`config.mk`:
```
export PLATFORM = sky130hd
export DESIGN_NAME = logic_unit_serial
export DESIGN_NICKNAME = d
export VERILOG_FILES = /design/src/rtl/logic_unit_serial.sv
export SDC_FILE = /design/constraint.sdc
export NUM_CORES = 1
export LEC_CHECK = 0
export ABC_AREA = 1
export ABC_CLOCK_PERIOD_IN_PS = 2700
export BUFFER_PORTS_ARGS = -buffer_cell sky130_fd_sc_hd__clkbuf_2
export CAP_MARGIN = 10
export CORE_UTILIZATION = 30
export CTS_CLUSTER_DIAMETER = 40
export DETAILED_ROUTE_END_ITERATION = 12
export HOLD_SLACK_MARGIN = 0.1
export PLACE_DENSITY = 0.61
export SLEW_MARGIN = 20
export SYNTH_ARGS = -nofsm -noshare
export SYNTH_HDL_FRONTEND = slang
export SYNTH_SLANG_ARGS = --single-unit
export TNS_END_PERCENT = 1
```
`constraint.sdc`:
```
create_clock -name clk -period 2.7 [get_ports clk]
set_clock_uncertainty 0.2 [all_clocks]
set_input_delay 0.405 -clock clk [delete_from_list [all_inputs] [get_ports clk]]
set_output_delay 0.405 -clock clk [all_outputs]
set_load 0.01 [all_outputs]
```
`src/rtl/logic_unit_serial.sv`:
```
// Serial bitwise logic unit (AND/OR/XOR/NOR), SLICE bits per clock; result valid NSLICE cycles after accept.
// Backpressure: out_ready low holds DONE with result/zero frozen; in_ready is high only in IDLE.
module logic_unit_serial #(
  parameter int WIDTH = 16,
  parameter int SLICE = 4
) (
  input  logic             clk,
  input  logic             rst_n,
  input  logic             in_valid,
  output logic             in_ready,
  input  logic [1:0]       op,
  input  logic [WIDTH-1:0] a,
  input  logic [WIDTH-1:0] b,
  output logic             out_valid,
  input  logic             out_ready,
  output logic [WIDTH-1:0] result,
  output logic             zero
);

  localparam int NSLICE = WIDTH / SLICE;
  localparam int CW     = (NSLICE > 1) ? $clog2(NSLICE) : 1;

  generate
    if ((SLICE < 1) || (WIDTH % SLICE != 0)) begin : g_bad_slice
      $error("logic_unit_serial: SLICE must evenly divide WIDTH");
    end
  endgenerate

  typedef enum logic [1:0] {
    IDLE = 2'd0,
    BUSY = 2'd1,
    DONE = 2'd2
  } state_t;

  typedef enum logic [1:0] {
    OP_AND = 2'd0,
    OP_OR  = 2'd1,
    OP_XOR = 2'd2,
    OP_NOR = 2'd3
  } op_t;

  state_t           state, state_nxt;
  op_t              op_q;
  logic [WIDTH-1:0] a_q, b_q;
  logic [WIDTH-1:0] res_nxt;
  logic [CW-1:0]    cnt;
  logic [SLICE-1:0] a_sl, b_sl, r_sl;
  logic             last;
  logic             accept;

  assign last = (cnt == CW'(NSLICE - 1));

  // Only one SLICE-wide gate exists; operands are muxed down to it by cnt.
  always_comb begin
    a_sl = '0;
    b_sl = '0;
    for (int i = 0; i < NSLICE; i++) begin
      if (cnt == CW'(i)) begin
        a_sl = a_q[i*SLICE +: SLICE];
        b_sl = b_q[i*SLICE +: SLICE];
      end
    end
  end

  always_comb begin
    case (op_q)
      OP_AND:  r_sl = a_sl & b_sl;
      OP_OR:   r_sl = a_sl | b_sl;
      OP_XOR:  r_sl = a_sl ^ b_sl;
      default: r_sl = ~(a_sl | b_sl);
    endcase
  end

  // Full next result, so zero can be taken from it on the final slice.
  always_comb begin
    res_nxt = result;
    for (int i = 0; i < NSLICE; i++) begin
      if (cnt == CW'(i)) begin
        res_nxt[i*SLICE +: SLICE] = r_sl;
      end
    end
  end

  always_ff @(posedge clk or negedge rst_n) begin
    if (!rst_n) begin
      state <= IDLE;
    end else begin
      state <= state_nxt;
    end
  end

  always_comb begin
    state_nxt = state;
    in_ready  = 1'b0;
    out_valid = 1'b0;
    accept    = 1'b0;
    case (state)
      IDLE: begin
        in_ready = 1'b1;
        if (in_valid) begin
          accept    = 1'b1;
          state_nxt = BUSY;
        end
      end
      BUSY: begin
        if (last) begin
          state_nxt = DONE;
        end
      end
      DONE: begin
        out_valid = 1'b1;
        if (out_ready) begin
          state_nxt = IDLE;
        end
      end
      default: state_nxt = IDLE;
    endcase
  end

  always_ff @(posedge clk or negedge rst_n) begin
    if (!rst_n) begin
      a_q    <= '0;
      b_q    <= '0;
      op_q   <= OP_AND;
      cnt    <= '0;
      result <= '0;
      zero   <= 1'b0;
    end else if (accept) begin
      a_q    <= a;
      b_q    <= b;
      op_q   <= op_t'(op);
      cnt    <= '0;
      result <= '0;
    end else if (state == BUSY) begin
      result <= res_nxt;
      cnt    <= last ? '0 : cnt + CW'(1);
      if (last) begin
        zero <= ~|res_nxt;
      end
    end
  end

endmodule

```
==> results of run 1 <==
## state kept, by name, summed over array words and instances, names as in the netlist
| signal | cells |
|---|---|
| a_q | 16 |
| b_q | 16 |
| result | 16 |
| cnt | 2 |
| op_q | 2 |
| state | 2 |
| zero | 1 |
## metal layers
| layer | GRT usage (%) | share of wire, % | routed length, um | up-vias |
|---|---|---|---|---|
| met3 | 2.22 | 4.4 | 321 | 5 |
| li1 | - | - | - | 1209 |
| met4 | 4.01 | 0.91 | 66 | 0 |
| met2 | 23.9 | 48 | 3480 | 73 |
| met5 | 0 | 0 | 0 | - |
| met1 | 21.0 | 47 | 3390 | 1193 |
## how the worst max path moves through the flow
stage,end,slack (ns),cells after the start
after global placement,zero,0.005,15
after floorplan,zero,0.10,18
final,zero,0.08,17
after detailed placement,zero,-0.07,18
after CTS,zero,0.0003,18
after global routing,zero,-0.08,17
## cells by family (layout without fill, tap and decap cells)
kind of cell | count (synthesis) | after routing | synth area share, %
simple gates | 123 | 123 | 18.8
mux | 28 | 28 | 10.7
compound gates | 54 | 54 | 11.8
buf+inv | 45 | 120 | 6.65
fa+ha+maj | 12 | 12 | 5.11
flops | 55 | 55 | 46.9
## cells in the final DEF, fill, tap and decap left out, types with 2 or more instances in the layout
master	n
nand2_1	66
clkbuf_2	56
dfrtp_1	54
mux2_2	28
inv_1	22
buf_4	20
nor2_1	18
a21oi_1	15
nand3_1	14
a22o_1	13
nand3_2	10
inv_2	8
nand2_2	7
clkbuf_8	7
ha_1	6
o21ai_2	5
ha_4	5
o21ai_0	4
o21a_1	4
a21oi_2	4
a22oi_2	4
nor2_2	3
nand3_4	3
buf_6	3
o21ai_1	2
dlygate4sd3_1	2
## power groups by stage
stage	Combinational, mW	Clock [mW]	Sequential [mW]
2_1_floorplan	1.90	0	1.42
5_1_grt	3.43	0.556	1.56
3_5_place_dp	2.62	0	1.49
3_3_place_gp	2.56	0	1.48
4_1_cts	2.68	0.525	1.48
6_report	3.10	0.509	1.51
## worst max-delay path: stages, from the launching register on
cell     delay [ns]
dfrtp_1        0.42
buf_4          0.15
ha_4           0.17
buf_4          0.15
a21oi_1        0.11
nand2_1        0.10
a22oi_2        0.16
inv_1          0.06
ha_1           0.31
nand3_2        0.11
nand3_4        0.12
nand3_1        0.10
nand2_1        0.07
nor2_1         0.10
nand2_1        0.08
nor2_1         0.09
nand2_1        0.05
nand2_1        0.05
## area by class of cell
type,instances,area (um2),area share [%]
multi-input combinational,217,1560,41.0
sequential,55,1380,36.2
timing repair buffer,81,484,12.7
tap,129,161,4.24
inverter,31,119,3.12
clock buffer,7,96.3,2.53
clock inverter,1,7.51,0.197
## through the flow
| stage | instance area [um2] | setup TNS [ns] | setup slack (ns) | hold WS [ns] |
|---|---|---|---|---|
| after floorplan | 2940 | 0 | 0.101 | -0.0906 |
| after global placement | 3440 | 0 | 0.00530 | 0.278 |
| after detailed placement | 3440 | -0.0674 | -0.0674 | 0.281 |
| after CTS | 3580 | 0 | 0.000305 | 0.112 |
| after global routing | 3810 | -0.0895 | -0.0831 | 0.113 |
| final | 3810 | 0 | 0.0821 | 0.119 |
## timing repair
action,in CTS,in global routing
resized for setup,7,48
hold endpoints to repair,26,0
endpoints found under the setup margin,1,13
pin swaps,2,22
hold buffers,2,0
setup buffers,1,3
==> flow_metrics.py, run 1 <==
metrics = {
    "global_routing": {
        "antenna_found_initial": 0,
        "grt_pass1_wl_um": 11900,
        "grt_pass1_vias": 2385,
        "grt_use_total_pct": 14.9,
        "gr-total-overflow": 0,
        "grt_max_degree": 43,
    },
    "setup_path": {
        "r2r_slack_ns": 0.08,
        "rr_startpoint": "cnt[1]",
        "crit_path_start_kind": "flip-flop",
        "reg2reg_depth": 17,
        "crit_type": "flip-flop to flip-flop",
        "cp_max_fo": 6,
        "crit_path_end_kind": "flip-flop",
        "crit_path_start": "cnt[1]",
        "worstPathArrival_ns": 2.68,
        "worstPathRequired_ns": 2.76,
        "worst_r2r_endpoint": "zero",
    },
    "routing": {
        "ant_nets": 0,
        "drt_pre_antenna_iters": 4,
        "drt-initial-drc-count": 69,
        "wirelength_um": 7250,
        "wl_per_cell_um": 13.9,
        "routed_via_density": 4.76,
        "vias": 2480,
        "drc": 0,
    },
    "yosys": {
        "yosysTopAreaCellShare_pct": 46.9,
        "synth-edff-count": 0,
        "synth_cell_types": 25,
        "synth_area_um2": 2940,
        "yosysMostFrequentCell": "nand2_1",
        "synth_nets": 367,
        "yosysTopAreaCell": "dfrtp_1",
        "synth_ff_type": "dfrtp_1",
        "ys_seq_area_share_pct": 46.9,
        "ys_seq_elements": 55,
        "async_reset_ff_share_pct": 100,
        "synth.area.top_cells": "dfrtp_1 47%, mux2_2 11%, nand2_1 9.0%",
        "syn_inst": 317,
        "synth_common_cells": "70 x nand2_1, 55 x dfrtp_1, 28 x mux2_2",
        "synth_warnings": 0,
        "avgSynthCellArea_um2": 9.26,
    },
    "worst_hold_path": {
        "hold_path_startpoint": "b[7]",
        "min_path_cells": 2,
        "min_path_type": "input port to flip-flop",
        "min_to": "b_q[7]",
    },
    "power": {
        "total_power_mw": 5.12,
        "powerDensity_nw_per_um2": 1350,
        "p_leak_nw": 1.88,
        "switching_share_pct": 45.5,
        "p_comb_share_pct": 60.6,
        "ir_drop_v": 0.000458,
        "power.share.clock_pct": 9.9,
        "p_sw_mw": 2.33,
        "p_seq_share_pct": 29.5,
        "internal-power_mw": 2.79,
    },
    "finish": {
        "final_nets": 441,
        "drive_above_1_share_pct": 43.4,
        "instances_no_fill": 521,
        "area_growth_pct": 29.7,
        "utilization_pct": 40.6,
        "diodes": 0,
        "fillerInstances": 963,
    },
    "clock_network": {
        "cts_root_buf": "clkbuf_8",
        "cts_tree": "yes",
        "path_clk_slew_ns": 0.10,
        "clock_sinks": 55,
        "cts_buffers": 5,
        "clkLatencyLatePin_ns": 0.31,
        "clock_path_buffers": 2,
        "htreeDepth": 2,
    },
    "outcome": {
        "status": "completed",
    },
    "sta": {
        "max_clock_freq_mhz": 382,
        "final.min_clock_period_ns": 2.62,
        "post-route-period-util_pct": 97.0,
        "setup_viol": 0,
        "hold_viol": 0,
        "worstMarginPinSlew_ns": 0.665,
        "slew_headroom_pct": 55.7,
        "rsz0062_at_grt": "true",
        "drv_slew": 0,
    },
    "floorplanning": {
        "fp.dieH_um": 101,
        "core_area_um2": 9370,
        "initial_utilization_pct": 31.3,
        "io_pins": 57,
        "rows": 35,
        "die_w_um": 101,
        "dieArea_um2": 10200,
    },
    "run": {
        "max_cap_viol_count": 0,
    },
    "placement": {
        "portBuffers": 56,
        "dp_hpwl_um": 5430,
        "place_congestion": 0.834,
        "placed_cells": 507,
    },
}
Note: power is estimated with default switching activity, not from simulation.
==> run 2, diff against run 1 <==
PLACE_DENSITY = 0.46   (was 0.61)
==> run 2 against run 1 <==
  * Count of clock-buffer cells in the layout unchanged
  * Die area unchanged
  * Sequential cell count unchanged
  * Register-to-register slack about the same
  * Largest power group unchanged
==> flow_metrics.py, run 2 (synthesis results as in run 1) <==
metrics = {
    "routing": {
        "drc": 0,
        "vias": 2488,
        "drt_pre_antenna_iters": 4,
        "wirelength_um": 7220,
        "wl_per_cell_um": 13.7,
        "routed_via_density": 4.74,
        "drt-initial-drc-count": 71,
        "ant_nets": 0,
    },
    "placement": {
        "dpl_cell_area_um2": 3500,
        "portBuffers": 56,
        "place_congestion": 0.833,
        "dp_hpwl_um": 5530,
    },
    "global_routing": {
        "antenna_found_initial": 0,
        "grt_use_total_pct": 15.3,
        "grt_pass1_vias": 2494,
        "grt_pass1_wl_um": 12100,
        "gr-total-overflow": 0,
        "grt_max_degree": 43,
    },
    "setup_path": {
        "worstPathRequired_ns": 2.76,
        "crit_path_start_kind": "flip-flop",
        "r2r_slack_ns": 0.09,
        "crit_path_end_kind": "flip-flop",
        "cp_max_fo": 6,
        "rr_startpoint": "cnt[0]",
        "reg2reg_depth": 17,
        "worstPathArrival_ns": 2.67,
        "worst_r2r_endpoint": "zero",
        "crit_type": "flip-flop to flip-flop",
    },
    "power": {
        "p_seq_share_pct": 29.3,
        "total_power_mw": 5.10,
        "p_sw_mw": 2.28,
        "ir_drop_v": 0.000524,
        "powerDensity_nw_per_um2": 1340,
        "power.share.clock_pct": 9.8,
        "internal-power_mw": 2.82,
        "p_comb_share_pct": 60.9,
        "switching_share_pct": 44.8,
        "p_leak_nw": 1.90,
    },
    "worst_hold_path": {
        "min_path_type": "input port to flip-flop",
        "min_path_cells": 2,
        "hold_path_startpoint": "b[8]",
        "min_to": "b_q[8]",
    },
    "sta": {
        "final.min_clock_period_ns": 2.61,
        "drv_slew": 0,
        "post-route-period-util_pct": 96.6,
        "slew_headroom_pct": 47.6,
        "setup_viol": 0,
        "final.setup.tns_ns": 0,
        "worstMarginPinSlew_ns": 0.786,
        "max_clock_freq_mhz": 383,
        "hold_viol": 0,
        "rsz0062_at_grt": "true",
    },
    "finish": {
        "utilization_pct": 40.6,
        "ff_latch_area_um2": 1380,
        "drive_above_1_share_pct": 43.7,
        "diodes": 0,
        "multiInputGateArea_um2": 1520,
        "fin_area_um2": 3810,
        "largestRegisters": "a_q: 16 flops, b_q: 16 flops, result: 16 flops",
        "final_common_cell": "nand2_1",
        "final_cell_mix": "62 x nand2_1, 56 x clkbuf_2, 55 x dfrtp_1, 28 x mux2_2, 23 x inv_1",
        "fillerInstances": 966,
        "final_nets": 445,
        "area_growth_pct": 29.8,
    },
    "clock_network": {
        "clock_sinks": 55,
        "cts_buffers": 5,
        "cts_root_buf": "clkbuf_8",
        "clkLatencyLatePin_ns": 0.31,
        "cts_tree": "yes",
        "htreeDepth": 2,
        "clock_path_buffers": 2,
        "path_clk_slew_ns": 0.11,
    },
    "floorplanning": {
        "dieArea_um2": 10200,
        "fp.dieH_um": 101,
        "die_w_um": 101,
        "io_pins": 57,
        "initial_utilization_pct": 31.3,
        "core_area_um2": 9370,
        "rows": 35,
    },
    "outcome": {
        "status": "completed",
    },
    "run": {
        "max_cap_viol_count": 0,
    },
}
run 2: what timing repair did:
action | in CTS | in global routing
hold buffers | 2 | 0
endpoints found under the setup margin | 2 | 14
pin swaps | 0 | 23
resized for setup | 9 | 41
hold endpoints to repair | 31 | 0
buffers inserted | 1 | 2
run 2: worst max-delay path, cell delays in order, from the launching register on:
cell and delay (ns):
dfrtp_1 0.43, buf_6 0.14, ha_4 0.17, buf_4 0.15, o21ai_2 0.13, nand2_1 0.08, nand2_1 0.08, o21a_1 0.19
ha_1 0.26, nand3_2 0.10, nand3_4 0.11, nand3_1 0.11, nand2_1 0.07, nor2_1 0.11, nand2_1 0.06, nor2_1 0.08
nand2_1 0.05, nand2_1 0.05
run 2: metrics by stage:
step                instances  hold slack [ns]  setup WS [ns]
floorplan                 317          -0.0906          0.101
global placement          512            0.294        -0.0523
detailed placement        512            0.296        -0.0829
CTS                       523            0.109        0.00719
global route              525            0.102         -0.103
finish                    525            0.112         0.0905
run 2: power groups by stage:
stage	Combinational [mW]	Clock [mW]	Sequential [mW]
after floorplan	1.90	0	1.42
after global placement	2.71	0	1.49
after detailed placement	2.74	0	1.49
after CTS	2.82	0.513	1.48
after global routing	3.49	0.544	1.55
final	3.11	0.498	1.50
run 2: final cells by class:
class	instances	share of cell area (%)
Clock buffer	7	2.27
Multi-Input combinational cell	217	39.9
Sequential cell	55	36.1
Inverter	31	3.06
Clock inverter	1	0.230
Timing Repair Buffer	85	14.2
Tap cell	129	4.24
run 2: how the worst max path moves through the flow:
stage          startpoint   end  slack (ns)  depth (start not counted)
2_1_floorplan      cnt[0]  zero        0.10                         18
3_3_place_gp       cnt[1]  zero       -0.05                         16
3_5_place_dp       cnt[1]  zero       -0.08                         16
4_1_cts            cnt[0]  zero       0.007                         17
5_1_grt            cnt[0]  zero       -0.10                         17
6_report           cnt[0]  zero        0.09                         17
run 2: routing by layer:
metal / GRT usage [%] / up-vias / wire (um)
met3: 2.70 / 6 / 260
met1: 20.8 / 1217 / 3440
met4: 4.01 / 0 / 62
li1: - / 1213 / -
met5: 0 / - / 0
met2: 25.1 / 52 / 3450
==> run 3, diff against run 2 <==
ABC_CLOCK_PERIOD_IN_PS = 2200   (was 2700)
MAX_ROUTING_LAYER = met4   (was unset)
clock period = 2.2 ns   (was 2.7 ns; I/O delays follow)
==> run 3 against run 2 <==
  * The flow now finishes with violations (negative setup slack)
  * Sequential cell count stayed put
  * Critical path type unchanged
  * Die area is the same
  * Critical path depth is the same
  * Non-clock buffer count grew 42
  * Fmax shrank 2.2%
  * Combinational power rose by 43%
  * Final area increased by 17%
  * Sequential power rose by 25%
  * Core utilization up 6.7 points
  * Sequential share of layout area shrank 5.1 points
  * Via count rose by 2.8%
  * Critical endpoint unchanged
  * Wire length rose by 5.3%
==> flow_metrics.py, run 3 (synthesis results as in run 1) <==
metrics = {
    "outcome": {
        "status": "complete, but fails checks",
        "violations": "negative setup slack",
    },
    "setup_path": {
        "crit_top_cell": "nand2_1",
        "path_cells": "ha_4 -> buf_6 -> buf_12 -> a21oi_1 -> nand2_1 -> a22oi_2 -> inv_1 -> ha_1 -> nand3_2 -> nand3_4 -> nand3_2 -> nand2_2 -> nor2_2 -> nand2_1 -> nor2_2 -> nand2_1 -> nand2_1",
        "crit_type": "flip-flop to flip-flop",
        "r2r_slack_ns": -0.47,
        "reg2reg_depth": 17,
        "cp_max_fo": 5,
        "rr_startpoint": "cnt[0]",
        "cpPeakStageDelay_ns": 0.47,
        "crit_family": "simple AND/OR/NAND/NOR gates",
        "worstPathArrival_ns": 2.72,
        "path_depth": 17,
        "endpoint": "zero",
        "worstPathRequired_ns": 2.25,
        "crit_path_start_kind": "flip-flop",
        "worst_r2r_endpoint": "zero",
        "crit_path_end_kind": "flip-flop",
        "slowest_stage": "dfrtp_2",
        "crit_buf_inv": 3,
        "crit_path_start": "cnt[0]",
    },
    "power": {
        "p_leak_nw": 2.13,
        "switching_share_pct": 43.4,
        "powerDensity_nw_per_um2": 1600,
        "p_sw_mw": 3.09,
        "p_seq_share_pct": 26.3,
        "internal-power_mw": 4.02,
        "p_comb_share_pct": 62.6,
        "power.share.clock_pct": 11.1,
        "ir_drop_v": 0.000628,
    },
    "placement": {
        "dpl_cell_area_um2": 3580,
        "dp_hpwl_um": 5360,
        "place_congestion": 0.835,
        "placed_cells": 516,
        "portBuffers": 56,
    },
    "finish": {
        "largestRegisters": "a_q: 16 flops, b_q: 16 flops, result: 16 flops",
        "utilization_pct": 47.4,
        "instances_no_fill": 567,
        "final_common_cell": "nand2_1",
        "area_growth_pct": 51.3,
        "final_nets": 487,
        "fin_area_um2": 4440,
        "diodes": 0,
        "drive_above_1_share_pct": 46.6,
        "final_cell_mix": "58 x nand2_1, 56 x clkbuf_2, 54 x dfrtp_1, 36 x dlygate4sd3_1, 28 x mux2_2",
    },
    "global_routing": {
        "grt_max_degree": 43,
        "gr-total-overflow": 0,
        "top_usage_layer": "met2",
        "met2_usage_pct": 26.8,
        "grt_pass1_wl_um": 12400,
        "antenna_found_initial": 0,
        "grt_use_total_pct": 16.0,
        "gr-usage-met3_pct": 2.36,
        "grt_util_met1_pct": 20.4,
        "grt_pass1_vias": 2597,
    },
    "worst_hold_path": {
        "min_path_cells": 4,
        "hold_path_startpoint": "in_valid",
        "min_path_type": "input port to flip-flop",
    },
    "clock_network": {
        "clock_sinks": 55,
        "clock_path_buffers": 2,
        "path_clk_slew_ns": 0.09,
        "cts_buffers": 5,
        "clkLatencyLatePin_ns": 0.31,
        "htreeDepth": 2,
        "cts_tree": "yes",
        "cts_root_buf": "clkbuf_8",
    },
    "routing": {
        "drt-initial-drc-count": 47,
        "wl_per_cell_um": 13.4,
        "wirelength_um": 7600,
        "drt_pre_antenna_iters": 4,
        "ant_nets": 0,
        "vias": 2557,
        "drc": 0,
        "routed_via_density": 4.51,
    },
    "sta": {
        "max_clock_freq_mhz": 375,
        "setup_viol": 17,
        "drv_slew": 0,
        "post-route-period-util_pct": 121,
        "fin_ws_ns": -0.468,
        "rsz0062_at_grt": "true",
        "final.min_clock_period_ns": 2.67,
        "final.setup.tns_ns": -5.49,
        "worstMarginPinSlew_ns": 0.588,
        "hold_viol": 0,
        "slew_headroom_pct": 60.8,
    },
    "run": {
        "max_cap_viol_count": 0,
    },
    "floorplanning": {
        "io_pins": 57,
        "fp.dieH_um": 101,
        "initial_utilization_pct": 31.3,
        "dieArea_um2": 10200,
        "core_area_um2": 9370,
        "rows": 35,
        "die_w_um": 101,
    },
}
==> run 3: cell count changes in the layout (fill, tap and decap cells not counted), moves of 4 or more <==
| cell | previous run | this run |
|---|---|---|
| dlygate4sd3_1 | 2 | 36 |
| nand2_1 | 62 | 58 |
| ha_1 | 8 | 4 |
| nand3_1 | 14 | 8 |
| buf_4 | 22 | 27 |
| ha_4 | 2 | 6 |
==> run 3: how the worst min path moves through the flow <==
stage	to	slack, ns
after floorplan	a_q[0]	-0.17
after global placement	b_q[5]	0.16
after detailed placement	b_q[5]	0.16
after CTS	result[14]	0.29
after global routing	result[14]	0.33
final	result[14]	0.29
==> run 3: worst register-to-register path, delay by kind of cell, from the launching register on <==
kind	cells	cell delay, ns
adders and majority gates	2	0.48
buffers and inverters	3	0.32
DFF	1	0.47
and+or+nand+nor	10	0.88
AOI/OAI and AO/OA	2	0.28
==> run 3: power by group through the flow <==
| stage | clock network (mW) | registers [mW] | logic, mW |
|---|---|---|---|
| after floorplan | 0 | 1.75 | 2.47 |
| after global placement | 0 | 1.84 | 3.47 |
| after detailed placement | 0 | 1.84 | 3.52 |
| after CTS | 0.817 | 1.83 | 3.85 |
| after global routing | 0.851 | 1.93 | 4.94 |
| final | 0.789 | 1.87 | 4.45 |
==> run 3: through the flow <==
step	worst slack [ns]	power, mW	hold WS [ns]
after global routing	-0.632	7.72	0.328
after floorplan	-0.247	4.21	-0.166
after global placement	-0.483	5.32	0.163
final	-0.468	7.11	0.292
after detailed placement	-0.534	5.36	0.160
after CTS	-0.464	6.50	0.285
==> run 3: layout make-up <==
class / instances / area [um2]
fill: 944 / 4930
multi-input combinational: 217 / 1680
sequential: 55 / 1380
timing repair buffer: 127 / 968
tap: 129 / 161
inverter: 31 / 119
clock buffer: 6 / 72.6
clock inverter: 2 / 60.1
==> run 3: layer usage <==
layer	part of all wire, %	wire [um]	up-vias
met5	0	0	-
met4	0.87	66	0
li1	-	-	1296
met3	2.6	194	8
met2	49	3690	33
met1	48	3650	1220
==> run 3: timing repair <==
action	4_1_cts	5_1_grt
setup buffers	4	3
hold buffers	36	0
resized for setup	24	53
pin swaps	17	32
hold endpoints to repair	55	0
setup endpoints to repair	17	17
